$ cat src/rtl/code_loader.sv
// Boot-time program loader: assembles a big-endian word count and then that many
// big-endian instruction words from a UART byte stream, and writes them to code
// memory at consecutive word addresses starting from 0.
module code_loader #(
    parameter int unsigned CODE_SIZE = 32767
) (
    input  logic        clk,
    input  logic        rst,
    input  logic        rx_valid,
    input  logic [7:0]  rx_data,
    output logic        we,
    output logic [31:0] addr,
    output logic [31:0] w_data,
    output logic        busy,
    output logic        done,
    output logic        overflow
);

    typedef enum logic [1:0] {
        HEADER,
        DATA,
        DONE
    } state_t;

    state_t      state;
    state_t      state_next;

    logic [1:0]  byte_cnt;
    // Only the low 24 bits of the 32-bit assembly register are ever read back;
    // the top byte would be shifted out before anyone looks at it.
    logic [23:0] shift;
    logic [31:0] word_count;
    logic [31:0] index;

    logic [31:0] assembled;
    logic        word_end;
    logic        last_word;

    assign assembled = {shift, rx_data};
    assign word_end  = rx_valid && (byte_cnt == 2'd3);
    assign last_word = (index + 32'd1) == word_count;
    assign done      = (state == DONE);

    // State register
    always_ff @(posedge clk or posedge rst) begin
        if (rst) begin
            state <= HEADER;
        end else begin
            state <= state_next;
        end
    end

    // Next-state logic: header completes into DATA (or DONE for an empty
    // program); the last data word completes into DONE.
    always_comb begin
        state_next = state;
        case (state)
            HEADER: begin
                if (word_end) begin
                    state_next = (assembled == '0) ? DONE : DATA;
                end
            end
            DATA: begin
                if (word_end && last_word) begin
                    state_next = DONE;
                end
            end
            DONE: begin
                state_next = DONE;
            end
            default: begin
                state_next = HEADER;
            end
        endcase
    end

    // Byte assembly, word-count latch, write strobe and status flags
    always_ff @(posedge clk or posedge rst) begin
        if (rst) begin
            byte_cnt   <= '0;
            shift      <= '0;
            word_count <= '0;
            index      <= '0;
            we         <= 1'b0;
            addr       <= '0;
            w_data     <= '0;
            busy       <= 1'b0;
            overflow   <= 1'b0;
        end else begin
            we <= 1'b0;

            if (rx_valid && state != DONE) begin
                shift    <= assembled[23:0];
                byte_cnt <= word_end ? 2'd0 : byte_cnt + 2'd1;
            end

            case (state)
                HEADER: begin
                    if (rx_valid) begin
                        busy <= 1'b1;
                    end
                    if (word_end) begin
                        word_count <= assembled;
                        index      <= '0;
                        if (assembled == '0) begin
                            busy <= 1'b0;
                        end
                    end
                end
                DATA: begin
                    if (word_end) begin
                        w_data <= assembled;
                        addr   <= index;
                        if (index <= 32'(CODE_SIZE)) begin
                            we <= 1'b1;
                        end else begin
                            overflow <= 1'b1;
                        end
                        index <= index + 32'd1;
                        if (last_word) begin
                            busy <= 1'b0;
                        end
                    end
                end
                default: begin
                end
            endcase
        end
    end

endmodule
$ cat config.mk
export PLATFORM = sky130hd
export DESIGN_NAME = code_loader
export DESIGN_NICKNAME = d
export VERILOG_FILES = /design/src/rtl/code_loader.sv
export SDC_FILE = /design/constraint.sdc
export NUM_CORES = 1
export LEC_CHECK = 0
export BUFFER_PORTS_ARGS = -buffer_cell sky130_fd_sc_hd__buf_2
export CAP_MARGIN = 10
export CORE_ASPECT_RATIO = 0.7
export CORE_UTILIZATION = 45
export CTS_BUF_LIST = sky130_fd_sc_hd__clkbuf_8
export CTS_CLUSTER_DIAMETER = 40
export CTS_CLUSTER_SIZE = 24
export DETAILED_ROUTE_END_ITERATION = 10
export SLEW_MARGIN = 30
export SYNTH_ARGS = -nofsm -noshare
export SYNTH_HDL_FRONTEND = slang
export SYNTH_SLANG_ARGS = --single-unit
$ cat constraint.sdc
create_clock -name clk -period 7.7 [get_ports clk]
set_clock_uncertainty 0.05 [all_clocks]
set_input_delay 1.925 -clock clk [delete_from_list [all_inputs] [get_ports clk]]
set_output_delay 1.925 -clock clk [all_outputs]
set_load 0.02 [all_outputs]
==> reports/metrics.yaml, run 1 <==
status: "completed"
overflow: 0
antenna_found_initial: 0
htree_num_levels: 4
core_um2: 16500
start_util_pct: 46.4
synth-seq-area-share_pct: 52.0
drc: 0
vias: 5913
cts.sinks: 159
place_inst: 1044
final.setup.tns_ns: 0
synth_top_cell_area_share_pct: 52.0
reg2reg_depth: 9
worst_slew_pin_slew_ns: 0.881
setup_ws_ns: 3.91
antenna_cells_inserted: 0
finalSetupViolations: 0
cts_setup_buffers: 0
finalHoldViolCount: 0
globalplace.congestion: 0.868
grt_max_degree: 84
std_cell_rows: 39
finalNonFillerCells: 1075
synth_area_leaders: "dfrtp_1 52%, nand2_1 12%, mux2_2 8.5%"
final_util_pct: 51.7
layout.nets: 855
place_ws_ns: 3.44
slew_violations: 0
post_drt_wl_per_cell_um: 17.6
post-dp-hpwl_um: 12900
max_cap_viol_count: 0
synthDistinctLibCells: 55
rsz0062_at_grt: "false"
numCtsBuffers: 17
dieArea_um2: 17500
worst_setup_path_start_kind: "input pin"
clkPwrFrac_pct: 21.3
mappedNetlistArea_um2: 7650
arrival_ns: 4.11
clockRootBuffer: "clkbuf_8"
ys_ff_latch: 159
io_pins: 79
ys_top_cells_by_count: "250 x nand2_1, 159 x dfrtp_1, 58 x mux2_2"
switching_power_mw: 1.02
worstSkewPairLatency_ns: 0.46
max_freq_mhz: 264
drive_above_1_share_pct: 22.2
swShare_pct: 37.2
async_flop_share_pct: 100
maxSlewHeadroom_pct: 41.1
place_area_um2: 8160
dr.pass1.iters: 5
power.share.sequential_pct: 47.4
report.power.total_mw: 2.75
wl_um: 18900
syn_inst: 789
fillers: 1564
pwr-share-comb_pct: 31.4
hold-worst-slack_ns: 0.424
cp_max_fo: 76
clock_path_buffers: 2
die_h_um: 111
yosysTopAreaCell: "dfrtp_1"
internal_power_mw: 1.73
syn_to_final_growth_pct: 11.4
yosys_warnings: 0
p_per_area_nw_per_um2: 323
grt_pass1_wl_um: 31500
avgSynthCellArea_um2: 9.70
synth_ff_type: "dfrtp_1"
port_buffers: 78
vias_per_cell: 5.50
dieWidth_um: 158
critical_path_class: "input pin to flop"
final_area_um2: 8530
synth.most_common_cell: "nand2_1"
hold_path.class: "flop to flop"
min_period_ns: 3.79
end_kind: "flop"
cts_tree: "yes"
grt_pass1_vias: 6032
hold_buffers: 0
p_leak_nw: 4.08
irDropWorstVdd_mv: 0.196
cts-resized-gates: 0
antenna_left: 0
clkTransAtPathRegs_ns: 0.09
synth_edf_count: 0
syn_nets: 806
drtIter0Drc: 485
hold_path_depth: 2
globalRouteTotalUtil_pct: 23.3
fin_crit_sh_pct: 49.2
required_ns: 8.03
==> cell families (layout without fill, tap and decap cells) <==
group	count (synthesis)	count (layout)	share of synthesized area, %
compound gates	103	103	8.50
buf+inv	58	119	3.22
flops	159	159	52.0
mux	58	58	8.53
xor+xnor	46	46	5.26
fa+ha+maj	6	6	0.981
simple gates	359	359	21.5
==> worst paths after layout <==
path | from | end | slack (ns)
max reg2reg | index[0] | state[1] | 4.31
min reg2reg | w_data[24] | w_data[24] | 0.42
max in group asynchronous | rst | index[31] | 4.87
max | rx_valid | index[8] | 3.91
min in group asynchronous | rst | w_data[8] | 1.55
min | w_data[24] | w_data[24] | 0.42
==> critical path, cell delays in order <==
cell,delay [ns]
buf_2,0.15
nand3_4,0.29
buf_4,0.65
nand2_1,0.60
o21ai_0,0.23
nand2_1,0.08
o21ai_0,0.10
==> state kept, by name (all words and copies together), names as in the netlist <==
signal      count
addr           32
busy            1
byte_cnt        2
index          32
overflow        1
shift          24
state           2
w_data         32
we              1
word_count     32
==> final cells by class <==
class	count	area, um2	area share (%)
Multi-Input combinational cell	572	3450	40.5
Inverter	5	23.8	0.279
Clock inverter	12	98.8	1.16
Clock buffer	19	262	3.07
Timing Repair Buffer	83	432	5.06
Sequential cell	159	3980	46.7
Tap cell	225	282	3.30
==> placed cells by master, fill, tap and decap left out, types with 12 or more instances in the layout <==
cell / instances
o21ai_0: 51
nand2_1: 250
nor4_1: 18
clkbuf_8: 19
buf_2: 78
nor2_1: 16
xnor2_1: 28
nand3_1: 13
a21oi_1: 17
dfrtp_1: 159
o31ai_1: 12
nand4_1: 14
xor2_1: 18
mux2_2: 58
==> power groups by stage <==
stage	Sequential, mW	Combinational [mW]	Clock (mW)
after detailed placement	1.32	0.866	0
final	1.30	0.864	0.586
after CTS	1.31	0.871	0.597
after floorplan	1.34	0.550	0
after global placement	1.31	0.841	0
after global routing	1.34	0.949	0.630
==> layer usage <==
metal  vias up  wire length [um]  GRT usage (%)
li1       2782                 -              -
met4         0               300           7.83
met1      2932              9030           33.4
met3        25               916           5.08
met5         -                 0              0
met2       174              8620           34.6
Power figures use the tool's default switching activity.
==> run 2: changes to the inputs <==
==> constraint.sdc (replaced) <==
create_clock -name clk -period 3.6 [get_ports clk]
set_clock_uncertainty 0.05 [all_clocks]
set_input_delay 0.9 -clock clk [delete_from_list [all_inputs] [get_ports clk]]
set_output_delay 0.9 -clock clk [all_outputs]
set_load 0.02 [all_outputs]
==> run 2 against run 1 <==
Net effect:
- core utilization up 0.85 points
- total power increased by 120%
- worst setup slack worse by 3.4 ns
- global-route usage barely moved
- first-iteration DRC count decreased by 3.5%
- die area unchanged
- combinational power rose by 120%
- register-to-register slack got worse by 3.8 ns
- wire length up 0.91%
- non-clock buffer count up 9
- cell count increased by 0.93%
- clock power increased by 130%
==> reports/metrics.yaml, run 2 (synthesis gave the netlist of run 1 again) <==
status: "completed"
setup_ws_ns: 0.541
switching_power_mw: 2.28
arrival_ns: 3.34
required_ns: 3.89
finalNonFillerCells: 1085
critical_path_class: "flop to flop"
globalplace.congestion: 0.925
dieWidth_um: 158
rsz0062_at_grt: "false"
finalHoldViolCount: 0
final_cell_mix: "250 x nand2_1, 159 x dfrtp_1, 78 x buf_2, 58 x mux2_2, 51 x o21ai_0"
grt_max_degree: 97
internal_power_mw: 3.75
drtIter0Drc: 468
final_common_cell: "nand2_1"
wl_um: 19000
worst_slew_pin_slew_ns: 0.701
post-dp-hpwl_um: 13600
io_pins: 79
globalRouteTotalUtil_pct: 23.3
place_inst: 1053
htree_num_levels: 4
min_period_ns: 3.06
p_leak_nw: 4.15
cts-resized-gates: 0
cts.sinks: 159
max_cap_viol_count: 0
grt_pass1_wl_um: 31300
maxSlewHeadroom_pct: 53.2
slowest_delay_ns: 0.51
clkPwrFrac_pct: 22.5
pwr-share-comb_pct: 30.9
crit_slowest_cell: "dfrtp_1"
report.power.total_mw: 6.03
worst_setup_path_start_kind: "flop"
cts_tree: "yes"
start_util_pct: 46.4
syn_to_final_growth_pct: 13.2
place_ws_ns: 0.653
dieArea_um2: 17500
antenna_found_initial: 0
clock_path_buffers: 2
dr.pass1.iters: 6
std_cell_rows: 39
worstPathCellList: "ha_1, nand3_4, nor3_2, buf_4, nand3_1, xnor2_1, nand4_1, nor4_4, a41oi_1, a32o_1"
drive_above_1_share_pct: 23.6
p_per_area_nw_per_um2: 696
cp.buffers_inverters: 1
vias: 5853
swShare_pct: 37.9
antenna_cells_inserted: 0
layout.nets: 864
fin_crit_sh_pct: 85.0
hold_path.class: "input pin to asynchronous set/reset pin"
cts_setup_buffers: 0
slew_violations: 0
drc: 0
clockRootBuffer: "clkbuf_8"
core_um2: 16500
vias_per_cell: 5.39
port_buffers: 78
cp_max_fo: 10
clkTransAtPathRegs_ns: 0.10
numCtsBuffers: 17
worstSkewPairLatency_ns: 0.46
power.share.sequential_pct: 46.6
die_h_um: 111
final.setup.tns_ns: 0
path_delay_family: "simple AND/OR/NAND/NOR gates"
overflow: 0
hold_buffers: 0
irDropWorstVdd_mv: 0.440
end_kind: "flop"
post_drt_wl_per_cell_um: 17.6
max_freq_mhz: 327
grt_pass1_vias: 5745
finalSetupViolations: 0
antenna_left: 0
## run 2: path summary, 6_finish.rpt
path	end	slack [ns]	cells past startpoint	from
max in group asynchronous	index[23]	2.20	3	rst
min in group clk	addr[11]	0.42	2	addr[11]
worst min register to register	addr[11]	0.42	2	addr[11]
worst max register to register	state[0]	0.54	10	index[0]
worst min-delay path	addr[5]	0.42	2	rst
worst max-delay path	state[0]	0.54	10	index[0]
## run 2: area by class of cell
class	instances	area, um2
Fill cell	1563	7830
Clock inverter	13	151
Sequential cell	159	3980
Clock buffer	19	262
Inverter	5	22.5
Timing Repair Buffer	92	520
Multi-Input combinational cell	572	3450
Tap cell	225	282
## run 2: power by group through the flow
stage | sequential, mW | combinational (mW) | clock, mW
global route | 2.87 | 2.05 | 1.46
finish | 2.81 | 1.86 | 1.36
floorplan | 2.87 | 1.18 | 0
global placement | 2.83 | 1.83 | 0
detailed placement | 2.85 | 1.87 | 0
CTS | 2.82 | 1.88 | 1.40
## run 2: layer usage
layer  up-vias  wire length (um)  GRT usage, %  part of all wire, %
li1       2819                 -             -                    -
met1      2887              9570          34.7                   50
met2       131              8480          34.4                   45
met3        16               810          5.04                  4.3
met4         0               184          5.24                 0.97
met5         -                 0             0                    0
## run 2: worst register-to-register path: stages, from the launching register on
cell and delay [ns]:
dfrtp_1 0.51, ha_1 0.36, nand3_4 0.18, nor3_2 0.22, buf_4 0.22, nand3_1 0.13, xnor2_1 0.25, nand4_1 0.17
nor4_4 0.36, a41oi_1 0.22, a32o_1 0.27
## run 2: through the flow
stage	utilization, %	hold WS [ns]	area, um2
3_5_place_dp	50.1	0.407	8260
5_1_grt	52.6	0.420	8670
4_1_cts	52.6	0.403	8670
6_report	52.6	0.415	8670
2_1_floorplan	-	0.424	7660
3_3_place_gp	50.0	0.403	8250
==> run 3: changes to the inputs <==
--- a/config.mk
+++ b/config.mk
@@ -5,6 +5,7 @@
 export SDC_FILE = /design/constraint.sdc
 export NUM_CORES = 1
 export LEC_CHECK = 0
+export ABC_AREA = 1
 export BUFFER_PORTS_ARGS = -buffer_cell sky130_fd_sc_hd__buf_2
 export CAP_MARGIN = 10
 export CORE_ASPECT_RATIO = 0.7
==> constraint.sdc (replaced) <==
create_clock -name clk -period 3 [get_ports clk]
set_clock_uncertainty 0.05 [all_clocks]
set_input_delay 0.75 -clock clk [delete_from_list [all_inputs] [get_ports clk]]
set_output_delay 0.75 -clock clk [all_outputs]
set_load 0.02 [all_outputs]
==> run 3 against run 2 <==
Net effect:
- count of clock-buffer cells in the layout fell by 2
- die area rose by 2.7%
- clock power rose by 27%
==> reports/metrics.yaml, run 3 <==
antenna_cells_inserted: 0
antenna_found_initial: 0
io_pins: 79
synthDistinctLibCells: 29
final_common_cell: "nand2_1"
worstPathCellList: "ha_1, nand2_2, nor2_4, nand3b_1, o21ai_0, nand2_1, nand2_1, inv_1, nor2_1, nand2_1, nor2_1, nand3_1, nand2_2, nand2_2, nand2_1, nand2_1"
top_layer_used: "met4"
path_delay_family: "simple AND/OR/NAND/NOR gates"
globalRouteTotalUtil_pct: 25.3
crit_path_start: "index[0]"
numCtsBuffers: 17
p_per_area_nw_per_um2: 982
cts-resized-gates: 0
wl_um: 21000
maxSlewHeadroom_pct: 55.8
hold-worst-slack_ns: 0.302
slew_violations: 0
cp_max_fo: 6
hold_buffers: 0
syn_to_final_growth_pct: 14.1
yosys_warnings: 0
fin_crit_sh_pct: 82.5
max_freq_mhz: 404
required_ns: 3.32
report.power.total_mw: 8.81
min_period_ns: 2.47
critical_path_class: "flop to flop"
reg2reg_from: "index[0]"
status: "completed"
async_flop_share_pct: 100
path_common_cell: "nand2_1"
cts_setup_buffers: 0
mappedNetlistArea_um2: 7860
max_cap_viol_count: 0
drive_above_1_share_pct: 13.1
die_h_um: 113
drtIter0Drc: 678
vias_per_cell: 5.09
finalHoldViolCount: 0
crit_slowest_cell: "dfrtp_1"
synth_ff_type: "dfrtp_1"
p_leak_nw: 4.47
place_inst: 1310
std_cell_rows: 40
synth-seq-area-share_pct: 50.6
ys_top_cells_by_count: "334 x nand2_1, 159 x dfrtp_1, 142 x o21ai_0"
drt-met1-wl_um: 11100
globalplace.congestion: 0.892
end_kind: "flop"
htree_num_levels: 4
overflow: 0
cts.sinks: 159
cp.buffers_inverters: 1
clkTransAtPathRegs_ns: 0.10
slowest_delay_ns: 0.45
drc: 0
dr.pass1.iters: 5
synth.most_common_cell: "nand2_1"
setup_ws_ns: 0.526
grt_pass1_wl_um: 34900
finalSetupViolations: 0
worst_setup_path_start_kind: "flop"
grt_pass1_vias: 6351
antenna_left: 0
irDropWorstVdd_mv: 0.605
dieArea_um2: 18000
fillers: 1704
avgSynthCellArea_um2: 7.69
synth_top_cell_area_share_pct: 50.6
clock_path_buffers: 2
syn_inst: 1023
ys_ff_latch: 159
vias: 6828
core_um2: 17100
synth_edf_count: 0
clockRootBuffer: "clkbuf_8"
final_cell_mix: "334 x nand2_1, 159 x dfrtp_1, 142 x o21ai_0, 106 x inv_1, 80 x nand3_1"
post-dp-hpwl_um: 15600
wl_met3_um: 1720
place_ws_ns: 0.516
start_util_pct: 45.9
cts_tree: "yes"
post_drt_wl_per_cell_um: 15.6
yosysTopAreaCell: "dfrtp_1"
wl_met2_um: 7970
synth_area_leaders: "dfrtp_1 51%, nand2_1 16%, o21ai_0 9.0%"
rsz0062_at_grt: "false"
arrival_ns: 2.80
port_buffers: 78
worstSkewPairLatency_ns: 0.48
final.setup.tns_ns: 0
layout.nets: 1115
worst_slew_pin_slew_ns: 0.662
syn_nets: 1040
hold_path.class: "input pin to asynchronous set/reset pin"
grt_max_degree: 83
dieWidth_um: 160
finalNonFillerCells: 1342
run 3: cell types whose count changed in the layout (fill, tap and decap cells not counted), sizes merged, moves of 8 or more:
cell    change
xnor2      -28
nor2       +69
o31ai      -12
nand3b     +13
nand3      +66
o22ai      +12
a21oi      -15
nor4       -19
and3        -8
mux2       -56
xor2       -17
inv       +108
o21ai      +91
nand2      +93
run 3: worst register-to-register path, cell delays in order, from the launching register on:
cell and delay (ns):
dfrtp_1 0.45, ha_1 0.28, nand2_2 0.12, nor2_4 0.18, nand3b_1 0.17, o21ai_0 0.25
nand2_1 0.12, nand2_1 0.09, inv_1 0.04, nor2_1 0.10, nand2_1 0.06, nor2_1 0.12
nand3_1 0.11, nand2_2 0.09, nand2_2 0.05, nand2_1 0.05, nand2_1 0.05
run 3: area by class of cell:
type	count	area, um2	area share (%)
clock inverter	15	194	2.16
timing repair buffer	88	503	5.61
inverter	110	419	4.67
tap	231	289	3.22
multi-input combinational	722	3360	37.4
sequential	159	3980	44.3
clock buffer	17	234	2.61
run 3: final timing paths:
path	end	slack (ns)	cells after the start
min in group clk	overflow	0.41	1
hold / removal	w_data[2]	0.30	2
setup reg to reg	state[1]	0.53	16
setup / recovery	state[1]	0.53	16
max in group asynchronous	addr[19]	1.86	3
hold reg to reg	overflow	0.41	1
run 3: routing by layer:
metal / GRT usage [%] / vias up
li1: - / 3445
met1: 41.2 / 3120
met5: 0 / -
met3: 5.51 / 18
met4: 6.29 / 0
met2: 33.2 / 245
run 3: where the power goes:
group          internal (mW)  switching, mW  total [mW]
registers               2.97          0.666        3.64
logic                   1.16           2.29        3.45
clock network          0.785          0.941        1.73
total                   4.92           3.90        8.81
run 3: kinds of logic (layout without fill, tap and decap cells):
kind of cell               after synthesis  after routing  synth area share [%]
muxes                                    2              2                 0.286
xor gates and xnor gates                 2              2                 0.398
AOI/OAI and AO/OA                      159            159                  10.4
buffers and inverters                  142            230                  6.78
adders and majority gates                6              6                 0.955
DFF                                    159            159                  50.6
and+or+nand+nor                        553            553                  30.6
run 3: per-stage QoR:
stage | instance area, um2 | util [%]
global route | 8970 | 52.4
CTS | 8970 | 52.4
detailed placement | 8550 | 49.9
finish | 8970 | 52.4
global placement | 8550 | 49.9
floorplan | 7870 | -
